[src/rtl/spi_rx_deserializer.sv]
// spi_rx_deserializer: assembles SPI bit events into words on a valid/ready output with overflow and abort pulses.
// Define SPI_RX_LSB_FIRST_EN for LSB-first bit order; MSB first otherwise.
module spi_rx_deserializer #(
    parameter int DATA_WIDTH = 8
) (
    input  logic                  clk,
    input  logic                  rst_n,
    input  logic                  cs_n,
    input  logic                  bit_evt,
    input  logic                  mosi,
    input  logic                  rx_ready,
    output logic [DATA_WIDTH-1:0] rx_data,
    output logic                  rx_valid,
    output logic                  overflow,
    output logic                  frame_abort,
    output logic                  busy
);
    localparam int CW = $clog2(DATA_WIDTH);
    typedef enum logic {IDLE, SHIFT} state_t;
    state_t                r_state;
    logic [CW-1:0]         r_bit_cnt;
    logic [DATA_WIDTH-1:0] r_shift;
    logic [DATA_WIDTH-1:0] w_word;
    logic                  w_shift_en;
    logic                  w_done;
    // Sampling is gated only by cs_n so a bit in the first selected cycle is not lost.
    assign w_shift_en = bit_evt & ~cs_n;
    assign w_done     = w_shift_en && (r_bit_cnt == CW'(DATA_WIDTH - 1));
`ifdef SPI_RX_LSB_FIRST_EN
    assign w_word = {mosi, r_shift[DATA_WIDTH-1:1]};
`else
    assign w_word = {r_shift[DATA_WIDTH-2:0], mosi};
`endif
    assign busy = (r_state == SHIFT);
    always_ff @(posedge clk or negedge rst_n) begin
        if (!rst_n) begin
            r_state     <= IDLE;
            r_bit_cnt   <= '0;
            r_shift     <= '0;
            rx_data     <= '0;
            rx_valid    <= 1'b0;
            overflow    <= 1'b0;
            frame_abort <= 1'b0;
        end else begin
            overflow    <= 1'b0;
            frame_abort <= 1'b0;
            r_state     <= cs_n ? IDLE : SHIFT;
            if (cs_n) begin
                frame_abort <= (r_bit_cnt != '0);
                r_bit_cnt   <= '0;
                r_shift     <= '0;
            end else if (w_shift_en) begin
                r_shift   <= w_done ? '0 : w_word;
                r_bit_cnt <= w_done ? '0 : r_bit_cnt + 1'b1;
            end
            // A completed word is dropped only if the pending one is not consumed this cycle.
            if (w_done) begin
                if (!rx_valid || rx_ready) begin
                    rx_data  <= w_word;
                    rx_valid <= 1'b1;
                end else begin
                    overflow <= 1'b1;
                end
            end else if (rx_valid && rx_ready) begin
                rx_valid <= 1'b0;
            end
        end
    end
endmodule

[config.mk]
export PLATFORM = sky130hd
export DESIGN_NAME = spi_rx_deserializer
export DESIGN_NICKNAME = d
export VERILOG_FILES = /design/src/rtl/spi_rx_deserializer.sv
export SDC_FILE = /design/constraint.sdc
export NUM_CORES = 1
export LEC_CHECK = 0
export BUFFER_PORTS_ARGS = -buffer_cell sky130_fd_sc_hd__buf_2
export CAP_MARGIN = 20
export CELL_PAD_IN_SITES_DETAIL_PLACEMENT = 0
export CELL_PAD_IN_SITES_GLOBAL_PLACEMENT = 1
export CORE_ASPECT_RATIO = 1.25
export CORE_MARGIN = 8
export CORE_UTILIZATION = 30
export DETAILED_ROUTE_END_ITERATION = 7
export PLACE_DENSITY = 0.56
export SYNTH_ARGS = -nofsm -noshare
export SYNTH_HDL_FRONTEND = slang
export SYNTH_SLANG_ARGS = --single-unit
[constraint.sdc]
create_clock -name clk -period 1.6 [get_ports clk]
set_clock_uncertainty 0.1 [all_clocks]
set_input_delay 0 -clock clk [delete_from_list [all_inputs] [get_ports clk]]
set_output_delay 0 -clock clk [all_outputs]
set_load 0.02 [all_outputs]
==> parameters.txt <==
Parameter                              Value

Timing
  Count of final setup violators    0
  Maximum operating frequency    0.6419 GHz
  Minimum period implied by the final worst setup slack    1.558 ns
  Hold slack    0.07398 ns
  Final Cycle Share    97.37%
  Unrepaired setup endpoints after global routing    yes
  Final slew viol count    0
  Tightest slew margin relative to the limit    68.31%
  Hold Vio Cnt, Final    0
  Worst-margin pin slew    0.4753 ns

GRT
  Total congestion overflow    0
  Largest net degree at the start of global routing    23
  Global-route wire length before repair    2794 um
  Global routing usage summed across all routing layers    6.860%
  Number of antenna violations at the first check in global routing    0
  Via count of the first global-routing pass    610

Yosys
  Gate Count Post-Synth    68
  Net count of the mapped netlist    77
  Sequential cell area fraction in the yosys report    59.06%
  Post-synthesis average cell area    13.71 sq um
  Register bit total from synthesis    22
  Ys Warns    0
  Distinct cell type count of the synthesized netlist    15
  Post-Syn Area    932.1 sq um

Clocking
  Clock latency of the later-clocked register in the worst-skew pair    0.30 ns
  Maximum count of clock buffers along a single path    2
  CTS Root Buffer Type    sky130_fd_sc_hd__clkbuf_4
  CTS tree    done
  H-tree levels    1
  Number of sinks handled by clock tree synthesis    22
  Number of CTS-inserted buffers    3
  Clock transition at the registers of the reported paths    0.12 ns

Pwr
  Peak VDD IR    0.3931 mV
  Leakage power    0.6388 nW
  Power density over the cells    789.5 nW/um^2
  Total Power Consumption    947.3 uW

Run
  Number of maximum-capacitance violations    0

Worst setup path
  Arrival time at the worst endpoint    1.66 ns
  Critical path data required time    1.70 ns
  Setup crit end kind    register
  Biggest fanout along the worst timing path    8
  Kind of launch point of the worst setup path    register
  Crit Path Class    reg -> reg

Finish
  Share of layout cells above drive strength 1    41.24%
  Diode count    0
  Number of standard cells in the layout, taps in and fillers out    133
  Fill cell instance count of the final layout    282
  Layout Nets    107
  Area delta synth->final    28.72%
  Area of all placed cells without fillers    1200 sq um

Place
  Cell Area, Placed    1062 sq um
  Count of port buffers added during placement    17
  Number of instances in the placed design    122
  Sum of net half-perimeters after detailed placement    1192 um
  RePlAce Congestion    0.6930

Outcome
  Run status    completed

Drt
  Number of vias in the routed layout    590
  Final Routed Wirelength    1653 um
  Drt initial violations    15
  Number of design rule violations left after detail routing    0
  Antenna-violating nets left    0
  Drt via density    4.436
  Routed wirelength normalized by instance count    12.43 um
  Iteration count of the initial detailed-routing pass    4

Floorplanning
  Y dimension of the die    78.32 um
  Row count    22
  Starting utilization of the core area    31.65%
  Area of the core    2945 sq um
  # IOs    18
  Die Width    65.86 um
  Die Footprint    5158 sq um

Min path
  Worst min-delay path category    in -> async
## registers in the layout, indices dropped and copies added, names as in the netlist
name,cells
rx_data,8
overflow,1
frame_abort,1
busy,1
r_bit_cnt,3
rx_valid,1
r_shift,7
## stage by stage
stage / util [%] / TNS, ns / worst slack (ns)
5_1_grt: 40.74 / -0.1561 / -0.02298
6_report: 40.74 / 0 / 0.04201
3_3_place_gp: 36.07 / -0.3717 / -0.05496
4_1_cts: 39.68 / 0 / 0.0003886
3_5_place_dp: 36.07 / -0.4171 / -0.05595
2_1_floorplan: - / 0 / 0.05531
## cells in the final DEF (no fill, tap or decap)
cell / count
sky130_fd_sc_hd__mux2i_1: 2
sky130_fd_sc_hd__nor2b_1: 1
sky130_fd_sc_hd__nor2_1: 11
sky130_fd_sc_hd__dlygate4sd3_1: 5
sky130_fd_sc_hd__nand2_1: 1
sky130_fd_sc_hd__mux2_4: 8
sky130_fd_sc_hd__dfrtp_1: 22
sky130_fd_sc_hd__nand2b_4: 1
sky130_fd_sc_hd__nand3b_4: 1
sky130_fd_sc_hd__clkbuf_4: 3
sky130_fd_sc_hd__ha_4: 1
sky130_fd_sc_hd__clkbuf_8: 1
sky130_fd_sc_hd__nor2b_4: 1
sky130_fd_sc_hd__ha_1: 1
sky130_fd_sc_hd__buf_2: 17
sky130_fd_sc_hd__a22oi_1: 8
sky130_fd_sc_hd__ha_2: 1
sky130_fd_sc_hd__buf_4: 5
sky130_fd_sc_hd__a21oi_1: 1
sky130_fd_sc_hd__buf_12: 1
sky130_fd_sc_hd__inv_1: 5
## cell usage after synthesis
cell / number / share of area [%]
sky130_fd_sc_hd__nand2_1: 1 / 0.40
sky130_fd_sc_hd__mux2i_1: 2 / 2.1
sky130_fd_sc_hd__nand2b_4: 1 / 1.5
sky130_fd_sc_hd__buf_2: 2 / 1.1
sky130_fd_sc_hd__buf_12: 1 / 2.1
sky130_fd_sc_hd__nor2_1: 11 / 4.4
sky130_fd_sc_hd__a22oi_1: 8 / 6.4
sky130_fd_sc_hd__mux2_4: 8 / 13
sky130_fd_sc_hd__nor2b_1: 1 / 0.67
sky130_fd_sc_hd__dfrtp_1: 22 / 59
sky130_fd_sc_hd__a21oi_1: 1 / 0.54
sky130_fd_sc_hd__nor2b_4: 1 / 1.5
sky130_fd_sc_hd__inv_1: 5 / 2.0
sky130_fd_sc_hd__ha_1: 3 / 4.0
sky130_fd_sc_hd__nand3b_2: 1 / 1.2
## timing repair
item,in CTS,in global routing
endpoints found under the setup margin,8,8
pin swaps,0,1
hold buffers,5,0
setup buffers,1,1
gates resized for setup,0,4
endpoints found under the hold margin,37,0
## kinds of logic (layout without fill, tap and decap cells)
logic type	count (synthesis)	count (layout)	share of synthesized area, %
compound gates	9	9	6.980
fa+ha+maj	3	3	4.027
buf+inv	8	37	5.235
flops	22	22	59.06
mux	10	10	15.03
simple gates	16	16	9.664
## critical path: stages (launching register included)
cell                       delay, ns
sky130_fd_sc_hd__dfrtp_1        0.37
sky130_fd_sc_hd__ha_2           0.19
sky130_fd_sc_hd__ha_4           0.14
sky130_fd_sc_hd__nand3b_4       0.08
sky130_fd_sc_hd__nor2b_4        0.13
sky130_fd_sc_hd__buf_12         0.14
sky130_fd_sc_hd__mux2_4         0.30
## where the power goes
part	internal (mW)	switching (mW)	total [mW]	leakage (nW)
sequential	0.566	0.00529	0.571	0.302
combinational	0.0341	0.0430	0.0772	0.316
clock	0.139	0.161	0.299	0.0210
## per-layer routing
metal | routed length (um) | vias up | track usage, %
met4 | 12 | 0 | 3.282
met1 | 714 | 292 | 7.915
met2 | 863 | 7 | 11.14
li1 | - | 289 | -
met3 | 63 | 2 | 2.131
met5 | 0 | - | 0
## final timing paths
path	start	end	slack, ns	cells after the start
min reg2reg	rx_data[7]	rx_data[7]	0.42	1
min	rst_n	rx_data[6]	0.07	2
min in group clk	mosi	rx_data[0]	0.38	3
max	r_bit_cnt[1]	rx_data[0]	0.04	6
max reg2reg	r_bit_cnt[1]	rx_data[0]	0.04	6
max in group asynchronous	rst_n	r_shift[6]	1.01	2
## area by class of cell
class / count / area (sq um) / share of cell area, %
clock buffers: 4 / 36.28 / 3.024
inverters: 5 / 18.77 / 1.564
multi-input cells: 38 / 356.6 / 29.72
flip-flops and latches: 22 / 550.5 / 45.88
well taps: 36 / 45.04 / 3.754
repair buffers: 28 / 192.7 / 16.06
(Power assumes the default switching activity.)
